**config.mk**
```make
export PLATFORM = sky130hd
export DESIGN_NAME = sample_spike_feeder
export DESIGN_NICKNAME = d
export VERILOG_FILES = /design/src/rtl/snn_feeder_pkg.sv /design/src/rtl/sample_spike_feeder_bank.sv /design/src/rtl/sample_spike_feeder.sv
export SDC_FILE = /design/constraint.sdc
export NUM_CORES = 1
export LEC_CHECK = 0
export BUFFER_PORTS_ARGS = -buffer_cell sky130_fd_sc_hd__buf_2
export CELL_PAD_IN_SITES_DETAIL_PLACEMENT = 0
export CELL_PAD_IN_SITES_GLOBAL_PLACEMENT = 1
export CORE_UTILIZATION = 40
export DETAILED_ROUTE_END_ITERATION = 10
export GPL_TIMING_DRIVEN = 0
export PLACE_DENSITY = 0.59
export SLEW_MARGIN = 20
export SYNTH_ARGS = -nofsm -noshare
export SYNTH_HDL_FRONTEND = slang
export SYNTH_SLANG_ARGS = --single-unit
```
**constraint.sdc**
```tcl
create_clock -name clk -period 12.5 [get_ports clk]
set_clock_uncertainty 0.15 [all_clocks]
set_input_delay 0.625 -clock clk [delete_from_list [all_inputs] [get_ports clk]]
set_output_delay 0.625 -clock clk [all_outputs]
set_load 0.02 [all_outputs]
```
**src/rtl/snn_feeder_pkg.sv**
```systemverilog
// -----------------------------------------------------------------------------
// snn_feeder_pkg
// Shared definitions for sample_spike_feeder and its rate/accumulator bank:
//   - FSM state constants (3-bit encoding, exposed on the top's state_dbg port)
//   - width helpers for channel index, step counter and accumulator
//   - THRESH legality check used at elaboration
// -----------------------------------------------------------------------------
package snn_feeder_pkg;

   typedef logic [2:0] feeder_state_t;

   localparam feeder_state_t ST_IDLE     = 3'd0;
   localparam feeder_state_t ST_LOAD     = 3'd1;
   localparam feeder_state_t ST_START    = 3'd2;
   localparam feeder_state_t ST_SCAN     = 3'd3;
   localparam feeder_state_t ST_WAIT_ACK = 3'd4;
   localparam feeder_state_t ST_DONE     = 3'd5;

   // Index widths never collapse to zero bits, even for a single channel/step.
   function automatic int ch_w(input int num_in);
      return (num_in > 1) ? $clog2(num_in) : 1;
   endfunction

   function automatic int step_w(input int num_steps);
      return (num_steps > 1) ? $clog2(num_steps) : 1;
   endfunction

   // One extra bit so acc + rate never wraps while acc < THRESH <= 2**DATA_W.
   function automatic int acc_w(input int data_w);
      return data_w + 1;
   endfunction

   function automatic int cnt_w(input int num_in, input int num_steps);
      return $clog2(num_in * num_steps + 1);
   endfunction

   function automatic bit thresh_ok(input int thresh, input int data_w);
      return (thresh >= 1) && (thresh <= (1 << data_w));
   endfunction

endpackage

```
**src/rtl/sample_spike_feeder_bank.sv**
```systemverilog
// -----------------------------------------------------------------------------
// rate_acc_bank
// Per-channel storage for one sample: rate[] (loaded once) and acc[] (the
// integrate-and-fire membrane). Two ports, never active in the same cycle:
//   ld_en/ld_idx/ld_data    : store a rate and clear that channel's acc
//   scan_en/scan_idx        : read-modify-write of acc[scan_idx]
// Outputs (combinational from scan_idx):
//   spike    : acc + rate reached THRESH
//   acc_next : value written back to acc when scan_en is high
// Ports: clk, rst_n (sync, active low), the two ports above, spike, acc_next.
// -----------------------------------------------------------------------------
module rate_acc_bank
   import snn_feeder_pkg::*;
#(
   parameter int NUM_IN = 20,
   parameter int DATA_W = 8,
   parameter int THRESH = 256
) (
   input  logic                       clk,
   input  logic                       rst_n,
   input  logic                       ld_en,
   input  logic [ch_w(NUM_IN)-1:0]    ld_idx,
   input  logic [DATA_W-1:0]          ld_data,
   input  logic                       scan_en,
   input  logic [ch_w(NUM_IN)-1:0]    scan_idx,
   output logic                       spike,
   output logic [acc_w(DATA_W)-1:0]   acc_next
);

   localparam int ACC_W = acc_w(DATA_W);
   localparam logic [ACC_W-1:0] TH    = ACC_W'(THRESH);
   localparam logic [ACC_W-1:0] TH_M1 = ACC_W'(THRESH - 1);

   logic [DATA_W-1:0] rate [NUM_IN];
   logic [ACC_W-1:0]  acc  [NUM_IN];
   logic [ACC_W-1:0]  sum;
   logic [ACC_W-1:0]  diff;

   always_comb begin
      sum      = acc[scan_idx] + {1'b0, rate[scan_idx]};
      diff     = sum - TH;
      spike    = (sum >= TH);
      // The clamp keeps acc below THRESH, so a rate at or above THRESH can
      // never owe more than one spike per step.
      acc_next = sum;
      if (spike) acc_next = (diff > TH_M1) ? TH_M1 : diff;
   end

   always_ff @(posedge clk) begin
      if (!rst_n) begin
         for (int i = 0; i < NUM_IN; i++) begin
            rate[i] <= '0;
            acc[i]  <= '0;
         end
      end else if (ld_en) begin
         rate[ld_idx] <= ld_data;
         acc[ld_idx]  <= '0;
      end else if (scan_en) begin
         acc[scan_idx] <= acc_next;
      end
   end

endmodule

```
**src/rtl/sample_spike_feeder.sv**
```systemverilog
// -----------------------------------------------------------------------------
// sample_spike_feeder
// Responder side of the inter-layer handshake. On rqt_new_sample it loads
// NUM_IN rates from an upstream stream, pulses trans_start, then runs
// NUM_STEPS timesteps of serial integrate-and-fire encoding (one channel per
// cycle). Each spike is presented on spk_in/spk_addr and held until spk_done.
// steps_done pulses once the last timestep finishes.
//
// Ports:
//   clk, rst_n        clock, synchronous active-low reset
//   rqt_new_sample    controller ready for a new sample (level)
//   s_valid/s_data    upstream rate beats, channel 0 first
//   s_ready           feeder accepts a beat
//   trans_start       1-cycle pulse: sample loaded, encoding starts
//   spk_in/spk_addr   1-cycle spike pulse / channel, addr held until spk_done
//   spk_done          second layer finished the current spike
//   steps_done        1-cycle pulse: all timesteps complete
//   spk_count         (only with SPK_COUNT_EN) spikes emitted this sample
//   state_dbg         current FSM state
//
// Handshake: a beat transfers on a rising edge where s_valid && s_ready are
// both high. s_ready is high only in LOAD and does not depend on s_valid;
// s_valid seen while s_ready is low is ignored.
//
// Build option: define SPK_COUNT_EN to add the spk_count output.
// -----------------------------------------------------------------------------
module sample_spike_feeder
   import snn_feeder_pkg::*;
#(
   parameter int NUM_IN    = 20,
   parameter int DATA_W    = 8,
   parameter int NUM_STEPS = 16,
   parameter int THRESH    = 256
) (
   input  logic                                clk,
   input  logic                                rst_n,
   input  logic                                rqt_new_sample,
   input  logic                                s_valid,
   input  logic [DATA_W-1:0]                   s_data,
   output logic                                s_ready,
   output logic                                trans_start,
   output logic                                spk_in,
   output logic [ch_w(NUM_IN)-1:0]             spk_addr,
   input  logic                                spk_done,
   output logic                                steps_done,
`ifdef SPK_COUNT_EN
   output logic [cnt_w(NUM_IN,NUM_STEPS)-1:0]  spk_count,
`endif
   output logic [2:0]                          state_dbg
);

   localparam int CH_W   = ch_w(NUM_IN);
   localparam int STEP_W = step_w(NUM_STEPS);
   localparam int ACC_W  = acc_w(DATA_W);
   localparam logic [CH_W-1:0]   LAST_CH   = CH_W'(NUM_IN - 1);
   localparam logic [STEP_W-1:0] LAST_STEP = STEP_W'(NUM_STEPS - 1);

   if (!thresh_ok(THRESH, DATA_W)) begin : g_bad_thresh
      $error("sample_spike_feeder: THRESH must be in 1..2**DATA_W");
   end

   feeder_state_t     state;
   logic [CH_W-1:0]   ld_idx;
   logic [CH_W-1:0]   ch;
   logic [STEP_W-1:0] step;
   logic              ld_en;
   logic              scan_en;
   logic              spike;
   logic [ACC_W-1:0]  acc_next;
   logic              advance;

   assign ld_en     = (state == ST_LOAD) && s_valid && s_ready;
   assign scan_en   = (state == ST_SCAN);
   assign state_dbg = state;

   // Move to the next channel: either a quiet SCAN cycle or an acknowledged
   // spike. spk_done in any other state is ignored here.
   assign advance = (scan_en && !spike) || ((state == ST_WAIT_ACK) && spk_done);

   rate_acc_bank #(
      .NUM_IN (NUM_IN),
      .DATA_W (DATA_W),
      .THRESH (THRESH)
   ) u_bank (
      .clk      (clk),
      .rst_n    (rst_n),
      .ld_en    (ld_en),
      .ld_idx   (ld_idx),
      .ld_data  (s_data),
      .scan_en  (scan_en),
      .scan_idx (ch),
      .spike    (spike),
      .acc_next (acc_next)
   );

   always_ff @(posedge clk) begin
      if (!rst_n) begin
         state       <= ST_IDLE;
         s_ready     <= 1'b0;
         trans_start <= 1'b0;
         spk_in      <= 1'b0;
         steps_done  <= 1'b0;
         spk_addr    <= '0;
         ld_idx      <= '0;
         ch          <= '0;
         step        <= '0;
      end else begin
         // Pulse outputs are high only for the cycle after they are set.
         trans_start <= 1'b0;
         spk_in      <= 1'b0;
         steps_done  <= 1'b0;

         case (state)
            ST_IDLE: begin
               if (rqt_new_sample) begin
                  state   <= ST_LOAD;
                  s_ready <= 1'b1;
                  ld_idx  <= '0;
               end
            end
            ST_LOAD: begin
               if (ld_en) begin
                  ld_idx <= ld_idx + 1'b1;
                  if (ld_idx == LAST_CH) begin
                     s_ready     <= 1'b0;
                     trans_start <= 1'b1;
                     state       <= ST_START;
                  end
               end
            end
            ST_START: begin
               step  <= '0;
               ch    <= '0;
               state <= ST_SCAN;
            end
            ST_SCAN: begin
               if (spike) begin
                  spk_in   <= 1'b1;
                  spk_addr <= ch;
                  state    <= ST_WAIT_ACK;
               end
            end
            ST_WAIT_ACK: ;
            ST_DONE: state <= ST_IDLE;
            default: state <= ST_IDLE;
         endcase

         if (advance) begin
            if (ch != LAST_CH) begin
               ch    <= ch + 1'b1;
               state <= ST_SCAN;
            end else begin
               ch <= '0;
               if (step != LAST_STEP) begin
                  step  <= step + 1'b1;
                  state <= ST_SCAN;
               end else begin
                  steps_done <= 1'b1;
                  state      <= ST_DONE;
               end
            end
         end
      end
   end

`ifdef SPK_COUNT_EN
   // Cleared when a new sample starts, frozen from steps_done to next START.
   always_ff @(posedge clk) begin
      if (!rst_n)                spk_count <= '0;
      else if (state == ST_START) spk_count <= '0;
      else if (scan_en && spike)  spk_count <= spk_count + 1'b1;
   end
`endif

endmodule

```
==> impl_metrics.ini, run 1 <==
[outcome]
status = complete, no violations

[floorplan]
die_h_um = 251
rows = 91
dieArea_sq_mm = 0.0632
start_util_pct = 40.4
core_sq_mm = 0.0616
die_x_um = 251
io_pins = 25

[clocking]
cts_setup_buffers = 0
clock_path_buffers = 3
htreeDepth = 3
clk_pin_slew_worst_paths_ns = 0.06
numClockSinks = 575
cts_tree = built
cts_buffers = 66
ctsResizeCount = 0
root_buffer = clkbuf_16
clock_latency_ns = 0.62
ctsHoldBuffers = 0

[worst_setup_path]
critPathSlowestCell = clkbuf_1
critPathRequiredTime_ns = 12.84
crit_type = reg2reg
arrival_ns = 7.07
rr_worst_depth = 19
path_cells = buf_6 -> buf_8 -> clkbuf_1 -> clkbuf_2 -> mux4_2 -> mux4_2 -> mux2_2 -> ha_1 -> fa_1 -> a21o_1 -> a211oi_1 -> o21ai_0 -> and2_1 -> or4_1 -> and3_1 -> buf_6 -> buf_2 -> o31ai_1 -> o21ai_1
crit_fanout = 10
path_delay_family = buffers and inverters
path_buf_inv = 6
worstSetupStartpointType = register
slowest_delay_ns = 0.85
reg2reg_to = step[2]
ff2ff_setup_slack_ns = 5.77
critPathCaptureType = register

[placed_design]
pre_cts_ws_ns = 5.80
hpwl_um = 48800
io_buffer_count = 24
globalplace.congestion = 0.851
dpl.cell_count = 2442

[yosys]
yosys-top-cells-area = edfxtp_1, mux4_2, and2_1
synth_ff_type = edfxtp_1
synth_top_area_cell = edfxtp_1
synth-edff-count = 544
async_flop_share_pct = 0
ys_warn_count = 0
ys_seq_area_share_pct = 68.2
ys_types = 55
synth_top_area_share_pct = 65.7
netlist_instances = 1547
postSynthAreaPerCell_sq_um = 16.1
ys_ff_latch = 575
synth_area_sq_mm = 0.0249

[timing]
rsz0062_at_grt = no
final_max_slew_viol_count = 0
worst_pin_slew_ns = 1.17
min_period_over_period_pct = 53.9
hold_viol_final = 0
tns_ns = 0
slew_headroom_pct = 21.9
fin_crit_ns = 6.73
fmax_mhz = 149
finalSetupViolCount = 0
setup_slack_ns = 5.77

[drt]
vias_per_cell = 5.38
wire_per_inst_um = 27.3
dr.pass1.iters = 5
drtIter0Drc = 931
ant_nets = 0
drc = 0
routed_wl_um = 70000
num_vias = 13770

[grt]
grt_pass1_vias = 14194
grt.overflow.total = 0
grt_antenna_before_repair = 0
grt_max_degree = 15
grt_pass1_wl_um = 101000
grt.total_usage_pct = 22.8

[min_path]
hold_start = rqt_new_sample
hold_path_end = s_ready
hold_class = in2reg
hold_depth = 3

[final_layout]
fin_cells = 2561
syn2layout_area_growth_pct = 14.2
layout.nets = 1701
drive_gt1_share_pct = 19.4
fin_util_pct = 46.1

[job]
maxCapViolCount = 0

[pwr]
power_mw = 4.28
leakagePower_nw = 9.36
power.density_mw_per_mm2 = 151
peakVddDrop_uv = 102
[synthesized netlist by cell type (all sizes together), types with 3 or more instances]
master / instances
xnor2: 8
edfxtp: 544
nor3: 6
and2: 164
ha: 14
nand2b: 8
or3: 3
and3: 7
xor2: 3
mux2: 16
a22oi: 4
a21oi: 13
clkbuf: 77
or2: 3
nand3: 26
o21a: 5
nand2: 80
mux2i: 26
o21ai: 31
o21bai: 3
a21o: 5
nor2: 242
mux4: 160
buf: 20
dfxtp: 31
inv: 17
[how the worst max path moves through the flow]
stage | start | endpoint | depth (start not counted)
6_report | register | step[2] | 19
5_1_grt | register | step[2] | 19
4_1_cts | register | step[2] | 19
3_5_place_dp | register | u_bank.acc[30][7] | 16
3_3_place_gp | register | steps_done | 18
2_1_floorplan | register | step[2] | 18
[placed cells by master, fill, tap and decap left out, drive strengths merged, types with 3 or more instances in the layout]
cell type,Yosys,layout
a21o,5,5
a21oi,13,13
a22oi,4,4
and2,164,164
and3,7,7
buf,20,44
bufinv,0,8
clkbuf,77,163
clkinv,0,23
conb,1,32
dfxtp,31,31
edfxtp,544,544
ha,14,14
inv,17,19
mux2,16,16
mux2i,26,26
mux4,160,160
nand2,80,80
nand2b,8,8
nand3,26,26
nor2,242,242
nor3,6,6
o21a,5,5
o21ai,31,31
o21bai,3,3
or2,3,3
or3,3,3
xnor2,8,8
xor2,3,3
[per-stage QoR]
stage,cell area (sq um),hold slack [ns]
after global routing,28400,0.195
final,28400,0.191
after CTS,28400,0.167
after detailed placement,26200,0.335
after floorplan,25000,0.327
after global placement,26200,0.327
[flip-flops by register name, summed over array words and instances (netlist names), named ones only]
signal,flops
u_bank.rate,256
ch,5
steps_done,1
s_ready,1
spk_in,1
u_bank.acc,288
ld_idx,5
state_dbg,3
step,4
trans_start,1
spk_addr,5
[area by class of cell]
cell class | count | area (sq um)
clock buffer | 83 | 1760
fill | 5406 | 33200
buffer | 97 | 417
timing repair buffer | 27 | 150
clock inverter | 35 | 415
tap | 837 | 1050
sequential | 575 | 17000
inverter | 17 | 63.8
antenna | 1 | 2.50
multi-input combinational | 889 | 7590
[where the power goes]
part / leakage, nW / internal, mW / switching (mW)
clock network: 1.05 / 1.17 / 0.800
logic: 2.70 / 0.0507 / 0.103
registers: 5.61 / 2.14 / 0.0129
[kinds of logic (layout without fill, tap and decap cells)]
logic type | count (synthesis) | after routing | synth area share [%]
DFF | 575 | 575 | 68.2
and+or+nand+nor | 551 | 551 | 10.5
muxes | 202 | 202 | 16.3
buffers and inverters | 114 | 259 | 1.86
AOI/OAI and AO/OA | 78 | 78 | 2.03
adders and majority gates | 15 | 15 | 0.785
xor gates and xnor gates | 11 | 11 | 0.387
other | 1 | 33 | 0.0151
[per-layer routing]
layer | up-vias | wire length, um | global-route usage [%] | share of wire (%)
met5 | - | 0 | 0 | 0
li1 | 6093 | - | - | -
met1 | 7208 | 29200 | 29.7 | 42
met2 | 362 | 35700 | 39.2 | 51
met4 | 0 | 1790 | 6.60 | 2.6
met3 | 107 | 3300 | 3.72 | 4.7
[worst register-to-register path, stage by stage, from the launching register on]
cell and delay [ns]:
dfxtp_1 0.33, buf_6 0.21, buf_8 0.22, clkbuf_1 0.85
clkbuf_2 0.66, mux4_2 0.43, mux4_2 0.56, mux2_2 0.33
ha_1 0.23, fa_1 0.47, a21o_1 0.19, a211oi_1 0.30
o21ai_0 0.17, and2_1 0.19, or4_1 0.45, and3_1 0.20
buf_6 0.14, buf_2 0.20, o31ai_1 0.24, o21ai_1 0.09
No activity file was read; power rests on OpenSTA's default activity.
==> run 2, diff against run 1 <==
PLACE_DENSITY = 0.62   (was 0.59)
clock period = 5.9 ns   (was 12.5 ns; I/O delays follow)
==> run 2 against run 1 <==
  * Power increased by 100%
  * Hold slack improved by 0.051 ns
  * Non-clock buffer count increased by 8
  * Count of clock-buffer cells in the layout increased by 4
  * Via count decreased by 0.48%
  * Utilization decreased by 0.15 points
  * Flip-flop and latch count unchanged
  * Cell area decreased by 0.33%
  * Sequential share of layout area increased by 0.20 points
  * Highest routed layer unchanged
==> impl_metrics.ini, run 2 (same netlist as run 1, synthesis figures left out) <==
[outcome]
status = complete, no violations

[clocking]
htreeDepth = 2
numClockSinks = 575
cts_tree = built
cts_buffers = 61
clock_path_buffers = 3
clk_pin_slew_worst_paths_ns = 0.06
cts_setup_buffers = 0
clock_latency_ns = 0.66
root_buffer = clkbuf_16

[worst_setup_path]
critPathRequiredTime_ns = 6.27
arrival_ns = 6.06
path_cells = buf_6 -> buf_8 -> clkbuf_4 -> clkbuf_8 -> mux4_2 -> mux4_2 -> mux2_2 -> ha_1 -> fa_1 -> a21o_1 -> a211oi_1 -> o21ai_0 -> and2_1 -> or4_1 -> and3_1 -> buf_6 -> buf_2 -> o31ai_1 -> o21ai_1
critPathCaptureType = register
crit_type = reg2reg
worstSetupStartpointType = register
path_delay_family = buffers and inverters
slowest_delay_ns = 0.56
crit_fanout = 10
critPathSlowestCell = mux4_2
path_buf_inv = 6

[final_layout]
syn2layout_area_growth_pct = 13.8
drive_gt1_share_pct = 19.7
fin_area_sq_mm = 0.0283
largestRegisters = u_bank.acc (288), u_bank.rate (256)
layout_common_cells = edfxtp_1, nor2_1, and2_1
final_common_cell = edfxtp_1
fin_util_pct = 46.0
layout.nets = 1704
largest_register_ff_count = 288
insertedDiodeCount = 0
largest-register = u_bank.acc

[floorplan]
start_util_pct = 40.4
rows = 91
die_h_um = 251
dieArea_sq_mm = 0.0632
io_pins = 25
die_x_um = 251
core_sq_mm = 0.0616

[timing]
slew_headroom_pct = 25.9
tns_ns = 0
hold_viol_final = 0
rsz0062_at_grt = no
fin_crit_ns = 5.69
min_period_over_period_pct = 96.5
final_max_slew_viol_count = 0
finalSetupViolCount = 0
worst_pin_slew_ns = 1.11
setup_slack_ns = 0.209
fmax_mhz = 176

[drt]
ant_nets = 0
wire_per_inst_um = 26.9
routed_wl_um = 69100
drtIter0Drc = 941
num_vias = 13704
dr.pass1.iters = 5
drc = 0
vias_per_cell = 5.34

[placed_design]
placed_area_sq_mm = 0.0262
globalplace.congestion = 0.850
io_buffer_count = 24
hpwl_um = 47600
pre_cts_ws_ns = -0.703

[pwr]
peakVddDrop_uv = 240
power.density_mw_per_mm2 = 302
leakagePower_nw = 9.36
power_mw = 8.56

[job]
maxCapViolCount = 0

[grt]
grt_antenna_before_repair = 0
grt.total_usage_pct = 22.4
grt_pass1_wl_um = 100000
grt_pass1_vias = 14201
grt_max_degree = 17
grt.overflow.total = 0

[min_path]
hold_class = in2reg
-- run 2: final timing paths --
path / cells after the start / end / slack [ns] / startpoint
worst min-delay path: 5 / ld_idx[0] / 0.24 / s_valid
worst max register to register: 19 / step[2] / 0.21 / register
worst min register to register: 2 / spk_addr[0] / 0.35 / spk_addr[0]
worst max-delay path: 19 / step[2] / 0.21 / register
-- run 2: final cells by class --
class                      count  area (sq um)
timing repair buffer          35           231
multi-input combinational    889          7590
tap                          837          1050
sequential                   575         17000
clock inverter                28           180
inverter                      17          63.8
buffer                        97           527
clock buffer                  87          1710
fill                        5371         33300
-- run 2: where the power goes --
part | internal, mW | leakage (nW) | total [mW] | switching [mW]
Sequential | 4.54 | 5.63 | 4.56 | 0.0274
Clock | 2.06 | 0.933 | 3.67 | 1.61
Combinational | 0.112 | 2.80 | 0.330 | 0.218
Total | 6.70 | 9.36 | 8.56 | 1.86
-- run 2: per-layer routing --
metal	GRT usage (%)	part of all wire [%]
met1	29.6	42
met2	38.5	51
met3	2.74	3.8
met4	7.56	3.1
met5	0	0
-- run 2: stage by stage --
step	instances	hold WS [ns]
finish	2565	0.243
global route	2565	0.283
CTS	2565	0.218
detailed placement	2440	0.337
global placement	2439	0.325
floorplan	1578	0.244
-- run 2: tightest hold or removal path: stages --
cell and delay (ns):
buf_2 0.08, and3_1 0.19, o21a_1 0.27, xnor2_1 0.09
nor2_1 0.07
-- run 2: timing repair --
action / 4_1_cts / 5_1_grt
endpoints found under the hold margin: 104 / 0
hold buffers: 10 / 0
gates resized for setup: 41 / 34
setup endpoints to repair: 152 / 64
==> run 3, diff against run 2 <==
CTS_BUF_LIST = sky130_fd_sc_hd__clkbuf_4   (was unset)
==> run 3 against run 2 <==
  * Maximum frequency is essentially flat
  * Cell count grew 6.7%
  * Critical path depth shrank 1
==> impl_metrics.ini, run 3 (same netlist as run 1, synthesis figures left out) <==
[outcome]
status = complete, no violations

[timing]
tns_ns = 0
fin_crit_ns = 5.70
worst_pin_slew_ns = 1.07
final_max_slew_viol_count = 0
fmax_mhz = 176
rsz0062_at_grt = no
hold_viol_final = 0
min_period_over_period_pct = 96.5
finalSetupViolCount = 0
slew_headroom_pct = 28.4

[pwr]
swShare_pct = 22.8
power.density_mw_per_mm2 = 298
p_comb_share_pct = 4.0
clkPwrFrac_pct = 42.4
p_switching_mw = 1.94
seqPwrFrac_pct = 53.6
power.internal_mw = 6.57
peakVddDrop_uv = 174
leakagePower_nw = 9.67

[worst_setup_path]
crit_cells = 18
crit_end = steps_done
ff2ff_setup_slack_ns = 0.20
crit_fanout = 10
critPathCaptureType = register
worstSetupStartpointType = register
rr_worst_depth = 18
arrival_ns = 6.44
path_cells = buf_6 -> buf_8 -> clkbuf_2 -> buf_4 -> mux4_2 -> mux4_2 -> mux2_2 -> ha_1 -> fa_1 -> a21o_1 -> a211oi_1 -> o21ai_0 -> and2_1 -> or4_1 -> and3_1 -> buf_6 -> buf_2 -> nor4_1
critPathRequiredTime_ns = 6.64
path_buf_inv = 6
critPathSlowestCell = mux4_2
crit_type = reg2reg
slowest_delay_ns = 0.49
path_delay_family = buffers and inverters
reg2reg_to = steps_done

[final_layout]
fin_area_sq_mm = 0.0286
final-seq-area_sq_mm = 0.0170
largest-register = u_bank.acc
largest_register_ff_count = 288
fin_cells = 2737
fill_cells = 5455
multiInputGateArea_sq_mm = 0.00759
final_common_cell = edfxtp_1
drive_gt1_share_pct = 26.3
largestRegisters = u_bank.acc (288), u_bank.rate (256)
layout.nets = 1814
layout_common_cells = edfxtp_1, clkbuf_4, nor2_1
syn2layout_area_growth_pct = 14.9

[drt]
drtIter0Drc = 1136
routed_wl_um = 70400
wire_per_inst_um = 25.7
drc = 0
vias_per_cell = 5.28
dr.pass1.iters = 7
num_vias = 14439
ant_nets = 0

[grt]
grt_max_degree = 17
grt.total_usage_pct = 23.1
grt_pass1_wl_um = 102000
grt_pass1_vias = 14963
grt_antenna_before_repair = 2
grt.overflow.total = 0

[placed_design]
placed_area_sq_mm = 0.0262
io_buffer_count = 24
dpl.cell_count = 2440
hpwl_um = 47600
globalplace.congestion = 0.850

[clocking]
clk_pin_slew_worst_paths_ns = 0.06
root_buffer = clkbuf_4
numClockSinks = 575
cts_setup_buffers = 0
cts_buffers = 155
clock_path_buffers = 3
cts_tree = built
htreeDepth = 4
clock_latency_ns = 1.03

[floorplan]
core_sq_mm = 0.0616
dieArea_sq_mm = 0.0632
rows = 91
io_pins = 25
die_x_um = 251
die_h_um = 251
start_util_pct = 40.4

[min_path]
hold_class = in2reg

[job]
maxCapViolCount = 0
## run 3: cell count changes in the layout (fill, tap and decap cells not counted), moves of 3 or more
cell / previous run / this run
clkinv_1: 11 / 21
clkbuf_4: 4 / 236
dlygate4sd3_1: 10 / 26
clkbuf_8: 10 / 2
clkbuf_1: 75 / 58
buf_8: 2 / 5
diode_2: 0 / 6
inv_2: 0 / 3
buf_2: 34 / 31
clkbuf_16: 61 / 0
buf_6: 9 / 6
clkinv_2: 12 / 1
## run 3: worst min path at each step
stage,start,to,slack [ns],cells past startpoint
3_3_place_gp,spk_addr[4],spk_addr[4],0.33,2
4_1_cts,s_data[4],u_bank.rate[21][4],0.002,2
2_1_floorplan,s_data[0],u_bank.rate[20][0],0.24,0
5_1_grt,s_data[4],u_bank.rate[21][4],0.03,2
6_report,rqt_new_sample,ld_idx[0],0.12,4
3_5_place_dp,spk_addr[0],spk_addr[0],0.34,2
## run 3: power groups by stage
stage | clock, mW | combinational, mW | sequential, mW
global route | 3.90 | 0.365 | 4.57
detailed placement | 0 | 0.326 | 4.65
finish | 3.60 | 0.340 | 4.56
CTS | 3.68 | 0.344 | 4.56
global placement | 0 | 0.322 | 4.65
floorplan | 0 | 0.191 | 4.64
## run 3: area by class of cell
class | count | area share, %
flip-flops and latches | 575 | 59.3
repair buffers | 51 | 1.37
clock buffers | 230 | 6.04
diodes | 6 | 0.0525
multi-input cells | 889 | 26.6
inverters | 17 | 0.223
plain buffers | 97 | 1.95
well taps | 837 | 3.66
clock inverters | 35 | 0.853
## run 3: tightest hold or removal path: cells and delay by family
| family | cells | cell delay [ns] |
|---|---|---|
| compound gates | 1 | 0.21 |
| buf+inv | 2 | 0.65 |
| simple gates | 1 | 0.06 |
## run 3: routing by layer
layer / up-vias / GRT usage [%] / routed length [um]
li1: 6416 / - / -
met1: 7437 / 29.4 / 29200
met2: 474 / 38.6 / 35400
met3: 112 / 5.08 / 3890
met4: 0 / 8.82 / 1950
met5: - / 0 / 0
## run 3: metrics by stage
stage | power [mW] | hold WS [ns] | setup slack [ns] | utilization [%]
after floorplan | 4.83 | 0.244 | 0.537 | -
after detailed placement | 4.98 | 0.337 | -0.703 | 42.5
after global placement | 4.97 | 0.325 | -1.12 | 42.5
final | 8.51 | 0.116 | 0.204 | 46.4
after global routing | 8.83 | 0.0277 | 0.000790 | 46.4
after CTS | 8.59 | 0.00236 | 0.0363 | 46.3
## run 3: timing repair
action | CTS | global route
hold buffers | 26 | 0
hold endpoints to repair | 271 | 0
setup endpoints to repair | 160 | 54
gates resized for setup | 50 | 31
gates cloned | 0 | 0
